===== src/rtl/riscv_pkg.sv =====
// Shared types and constants for the single-core pipeline front end.
// Fetch FSM states, trap cause codes and the instruction size.
package riscv_pkg;

   typedef enum logic [1:0] {
      REQ    = 2'd0,
      WAIT   = 2'd1,
      HOLD   = 2'd2,
      HALTED = 2'd3
   } fetch_state_t;

   typedef enum logic [1:0] {
      TRAP_NONE             = 2'd0,
      TRAP_INSTR_MISALIGNED = 2'd1
   } trap_cause_t;

   localparam logic [31:0] INSTR_BYTES = 32'd4;

   // Only bit 1 matters: bit 0 of a redirect target is dropped before use.
   function automatic logic target_misaligned(input logic [31:0] target);
      return target[1];
   endfunction

endpackage


===== src/rtl/fetch_pc_unit.sv =====
// Fetch stage: owns the fetch PC, the imem request/response handshake and the
// decode-facing instruction register, and turns execute redirects into refetches.
//
// Handshakes: a transfer happens on a rising clk edge where valid and ready are
// both high; valid, once raised, holds together with its payload until that edge,
// except that a redirect may retarget or withdraw an unaccepted imem request.
module fetch_pc_unit
   import riscv_pkg::*;
#(
   parameter logic [31:0] RESET_VECTOR = 32'h0000_0000,
   parameter logic [31:0] TRAP_VECTOR  = 32'h0000_0100
) (
   input  logic        clk,
   input  logic        rst,
   output logic        imem_req_valid,
   output logic [31:0] imem_req_addr,
   input  logic        imem_req_ready,
   input  logic        imem_rsp_valid,
   input  logic [31:0] imem_rsp_data,
   output logic        instr_valid,
   output logic [31:0] instr,
   input  logic        instr_ready,
   output logic [31:0] pc,
   output logic [31:0] pc_plus4,
   input  logic        redirect_valid,
   input  logic [31:0] redirect_target,
   input  logic        halt,
   output logic        trap_valid,
   output logic [1:0]  trap_cause,
   output logic [31:0] trap_pc,
   output logic [1:0]  fsm_state
);

   fetch_state_t state_q;
   fetch_state_t state_d;
   logic [31:0]  fetch_pc_q;
   logic [31:0]  fetch_pc_d;
   logic         squash_q;
   logic         squash_d;

   logic         req_fire;
   logic         misaligned;
   logic [31:0]  redirect_pc;

   logic         imem_req_valid_d;
   logic [31:0]  imem_req_addr_d;
   logic         instr_valid_d;
   logic [31:0]  instr_d;
   logic [31:0]  pc_d;
   logic [31:0]  pc_plus4_d;
   logic         trap_valid_d;
   logic [1:0]   trap_cause_d;
   logic [31:0]  trap_pc_d;

   assign fsm_state = state_q;

   assign req_fire    = imem_req_valid & imem_req_ready;
   assign misaligned  = target_misaligned(redirect_target);
   assign redirect_pc = misaligned ? TRAP_VECTOR : {redirect_target[31:1], 1'b0};

   // State register; every output is also registered here from its _d value.
   always_ff @(posedge clk or posedge rst) begin
      if (rst) begin
         state_q        <= REQ;
         fetch_pc_q     <= RESET_VECTOR;
         squash_q       <= 1'b0;
         imem_req_valid <= 1'b0;
         imem_req_addr  <= RESET_VECTOR;
         instr_valid    <= 1'b0;
         instr          <= 32'h0;
         pc             <= RESET_VECTOR;
         pc_plus4       <= RESET_VECTOR + INSTR_BYTES;
         trap_valid     <= 1'b0;
         trap_cause     <= TRAP_NONE;
         trap_pc        <= 32'h0;
      end else begin
         state_q        <= state_d;
         fetch_pc_q     <= fetch_pc_d;
         squash_q       <= squash_d;
         imem_req_valid <= imem_req_valid_d;
         imem_req_addr  <= imem_req_addr_d;
         instr_valid    <= instr_valid_d;
         instr          <= instr_d;
         pc             <= pc_d;
         pc_plus4       <= pc_plus4_d;
         trap_valid     <= trap_valid_d;
         trap_cause     <= trap_cause_d;
         trap_pc        <= trap_pc_d;
      end
   end

   // Next state: a redirect beats every other same-cycle event.
   always_comb begin
      state_d    = state_q;
      fetch_pc_d = fetch_pc_q;
      squash_d   = squash_q;
      case (state_q)
         REQ: begin
            if (redirect_valid) begin
               fetch_pc_d = redirect_pc;
               if (req_fire) begin
                  state_d  = WAIT;
                  squash_d = 1'b1;
               end
            end else if (req_fire) begin
               state_d = WAIT;
            end
         end
         WAIT: begin
            if (redirect_valid) begin
               fetch_pc_d = redirect_pc;
               if (imem_rsp_valid) begin
                  state_d  = REQ;
                  squash_d = 1'b0;
               end else begin
                  squash_d = 1'b1;
               end
            end else if (imem_rsp_valid) begin
               if (squash_q) begin
                  squash_d = 1'b0;
                  state_d  = halt ? HALTED : REQ;
               end else begin
                  state_d = HOLD;
               end
            end
         end
         HOLD: begin
            if (redirect_valid) begin
               fetch_pc_d = redirect_pc;
               state_d    = REQ;
            end else if (instr_ready) begin
               fetch_pc_d = fetch_pc_q + INSTR_BYTES;
               state_d    = halt ? HALTED : REQ;
            end
         end
         HALTED: begin
            if (redirect_valid) begin
               fetch_pc_d = redirect_pc;
            end
            if (!halt) begin
               state_d = REQ;
            end
         end
         default: begin
            state_d = REQ;
         end
      endcase
   end

   // Output values for the next cycle, derived from the transition being taken.
   always_comb begin
      imem_req_valid_d = (state_d == REQ);
      imem_req_addr_d  = fetch_pc_d;
      instr_valid_d    = (state_d == HOLD);
      instr_d          = instr;
      pc_d             = pc;
      if (state_q == WAIT && state_d == HOLD) begin
         instr_d = imem_rsp_data;
         pc_d    = fetch_pc_q;
      end
      pc_plus4_d   = pc_d + INSTR_BYTES;
      trap_valid_d = redirect_valid & misaligned;
      trap_cause_d = trap_cause;
      trap_pc_d    = trap_pc;
      if (redirect_valid && misaligned) begin
         trap_cause_d = TRAP_INSTR_MISALIGNED;
         trap_pc_d    = redirect_target;
      end
   end

endmodule


===== config.mk =====
export PLATFORM = sky130hd
export DESIGN_NAME = fetch_pc_unit
export DESIGN_NICKNAME = d
export VERILOG_FILES = /design/src/rtl/riscv_pkg.sv /design/src/rtl/fetch_pc_unit.sv
export SDC_FILE = /design/constraint.sdc
export NUM_CORES = 1
export LEC_CHECK = 0
export BUFFER_PORTS_ARGS = -buffer_cell sky130_fd_sc_hd__buf_4
export CAP_MARGIN = 20
export CORE_MARGIN = 3
export CORE_UTILIZATION = 30
export CTS_CLUSTER_DIAMETER = 40
export DETAILED_ROUTE_END_ITERATION = 12
export SLEW_MARGIN = 10
export SYNTH_ARGS = -nofsm -noshare
export SYNTH_HDL_FRONTEND = slang
export SYNTH_SLANG_ARGS = --single-unit
export TNS_END_PERCENT = 1

===== constraint.sdc =====
create_clock -name clk -period 6.3 [get_ports clk]
set_input_delay 0.315 -clock clk [delete_from_list [all_inputs] [get_ports clk]]
set_output_delay 0.315 -clock clk [all_outputs]
set_load 0.02 [all_outputs]

==> flow_metrics.tcl <==
set metrics [dict create \
    hold_viol 0 \
    finClkSkew_ns 0.0101 \
    worstPathArrival_ns 3.83 \
    synth_edf_count 0 \
    ys_ff_latch 161 \
    fin_crit_sh 0.552 \
    p_per_area_nw_per_um2 435 \
    synth_area_um2 7400 \
    cp_max_fo 72 \
    rows 56 \
    drc 0 \
    cts_resized 0 \
    crit_start "fsm_state[1]$_DFF_PP0_" \
    drt_first_pass_iters 5 \
    synthToLayoutAreaGrowth_pct 34.0 \
    hp-class "input pin to flip-flop" \
    cpPeakStageDelay_ns 0.61 \
    io-pin-count 238 \
    setup_viol 0 \
    grt_pass1_wl_um 37100 \
    yosysSeqAreaShare 0.544 \
    synth_flop_cell "dfrtp_1" \
    cts.path.max_buffers 2 \
    slew_headroom 0.365 \
    track_usage 0.179 \
    gp_congestion 0.857 \
    critPathKind "flip-flop to flip-flop" \
    drv_slew 0 \
    routed_wl_um 24000 \
    first_iter_violations 495 \
    dpl.hpwl_um 17900 \
    critPathRequiredTime_ns 6.66 \
    hold_buffers 0 \
    antenna_found_initial 0 \
    start_util 0.310 \
    maxCapViolations 0 \
    netlist_top_cells_area "dfrtp_1 (54%), nand2_1 (10%), mux2_2 (4.7%), a21oi_1 (2.8%), nor2_1 (2.7%)" \
    ant_nets 0 \
    yosysWarningCount 0 \
    worstPathCellList "nand4bb_1, nor2_4, buf_4, nand2_1, nand2_1, ha_1, nand2_1, o21ai_1, nand4bb_1, nor2_1, xor2_1" \
    hp-start "imem_rsp_data[4]" \
    drive_above_1_share 0.313 \
    finalSetupTns_ns 0 \
    final_core_util 0.415 \
    clk_latency_ns 0.44 \
    chipWidth_um 163 \
    antenna_cells 0 \
    vias 6521 \
    cts_tree "built" \
    wl_per_cell_um 18.2 \
    startpoint_type "flip-flop" \
    post_cts_buffers 0 \
    grt_pass1_vias 6419 \
    fp.coreArea_um2 23900 \
    rsz0062_at_grt "no" \
    grt-ovfl-total 0 \
    io_buffers 230 \
    grt_max_degree 100 \
    syn_inst 774 \
    cts.clk_slew.worst_paths_ns 0.07 \
    nets 1060 \
    ir_worst_vdd_uv 176 \
    end_kind "flip-flop" \
    cts_root_buf "clkbuf_16" \
    die_h_um 163 \
    yosysTopAreaCellShare 0.541 \
    htree_levels 4 \
    p_leak_nw 4.80 \
    yosys.area.top_type "dfrtp_1" \
    async_flop_share 1.00 \
    min_period_ns 3.48 \
    status "completed" \
    slowest_stage "buf_4" \
    nFillCells 2349 \
    max_freq_mhz 288 \
    worstMarginPinSlew_ns 0.952 \
    cts_made_buffers 17 \
    synth.distinct_cells 66 \
    clkSinkCount 161 \
    viasPerCell 4.94 \
    die-area_um2 26600 \
    rr_startpoint "fsm_state[1]$_DFF_PP0_" \
    critPathMostFrequentCell "nand2_1" \
    syn_area_per_cell_um2 9.57 \
]
## routing by layer
| metal | GRT usage | wire, um | up-vias |
|---|---|---|---|
| met3 | 0.0467 | 1700 | 35 |
| li1 | - | - | 3066 |
| met4 | 0.0684 | 633 | 0 |
| met5 | 0 | 0 | - |
| met2 | 0.271 | 10900 | 253 |
| met1 | 0.247 | 10800 | 3167 |
## synthesized netlist by cell type (12+ instances only)
cell	number
a21oi_1	41
inv_1	15
nor3_1	13
xor2_1	15
nand3_1	28
xnor2_1	16
o21ai_0	23
nand4_1	14
nor2_1	54
clkbuf_1	27
buf_2	12
dfrtp_1	160
nand2_1	199
mux2_2	31
## worst paths after layout
| path | slack (ns) | cells after the start | endpoint |
|---|---|---|---|
| worst min-delay path | 0.06 | 3 | instr[4]$_DFFE_PP0P_ |
| worst max register to register | 2.82 | 11 | pc_plus4[26]$_DFF_PP0_ |
| worst min register to register | 0.48 | 1 | trap_pc[1]$_DFFE_PP0P_ |
| min in group asynchronous | 0.08 | 2 | instr[4]$_DFFE_PP0P_ |
| max in group asynchronous | 4.83 | 3 | trap_pc[2]$_DFFE_PP0P_ |
| worst max-delay path | 2.82 | 11 | pc_plus4[26]$_DFF_PP0_ |
## final cells by class
cell class	count	area (um2)	share of cell area
Sequential cell	161	4030	0.406
Multi-Input combinational cell	553	3100	0.313
Timing Repair Buffer	238	1790	0.180
Clock buffer	18	429	0.0433
Tap cell	319	399	0.0402
Clock inverter	14	106	0.0107
Inverter	16	65.1	0.00656
## state kept, by name, summed over array words and instances (netlist names)
signal,count
fetch_pc_q,30
fsm_state,2
imem_req_valid,1
instr,32
instr_valid,1
pc,30
pc_plus4,30
squash_q,1
trap_cause,1
trap_pc,32
trap_valid,1
## metrics by stage
stage | instance area, um2 | setup slack (ns) | cells | power [mW] | hold WS, ns
2_1_floorplan | 7430 | 1.64 | 780 | 2.55 | 0.420
3_3_place_gp | 9370 | 2.95 | 1285 | 3.36 | 0.452
3_5_place_dp | 9370 | 2.89 | 1285 | 3.38 | 0.454
4_1_cts | 9900 | 2.87 | 1317 | 4.36 | 0.0483
5_1_grt | 9920 | 2.57 | 1319 | 4.56 | 0.0524
6_report | 9920 | 2.82 | 1319 | 4.31 | 0.0642
## cell usage in the layout (no fill, tap or decap), types with 8 or more instances in the layout
master and count:
nor3_1 13, nand4_1 14, nand3_1 28, xnor2_1 16, nor4_1 8, mux2_2 31, clkbuf_16 17, dfrtp_1 160
nor2_1 54, xor2_1 15, a21oi_1 41, o21ai_0 23, a31oi_1 8, inv_1 14, buf_4 238, nand2_1 199
## power by group
group / switching, mW / internal [mW]
combinational: 0.987 / 0.675
sequential: 0.310 / 1.38
clock: 0.452 / 0.511
total: 1.75 / 2.56
## cell families after synthesis
| logic type | share of synthesized area |
|---|---|
| simple gates | 0.221 |
| flops | 0.544 |
| compound gates | 0.0970 |
| buf+inv | 0.0411 |
| mux | 0.0566 |
| xor+xnor | 0.0367 |
| fa+ha+maj | 0.00338 |
| other cells | 0.000506 |
## critical path: cells and delay by family, from the launching register on
kind | cells | cell delay (ns)
buf+inv | 1 | 0.61
fa+ha+maj | 1 | 0.28
simple gates | 7 | 1.46
xor+xnor | 1 | 0.15
compound gates | 1 | 0.36
flops | 1 | 0.54
(Power assumes the default switching activity.)
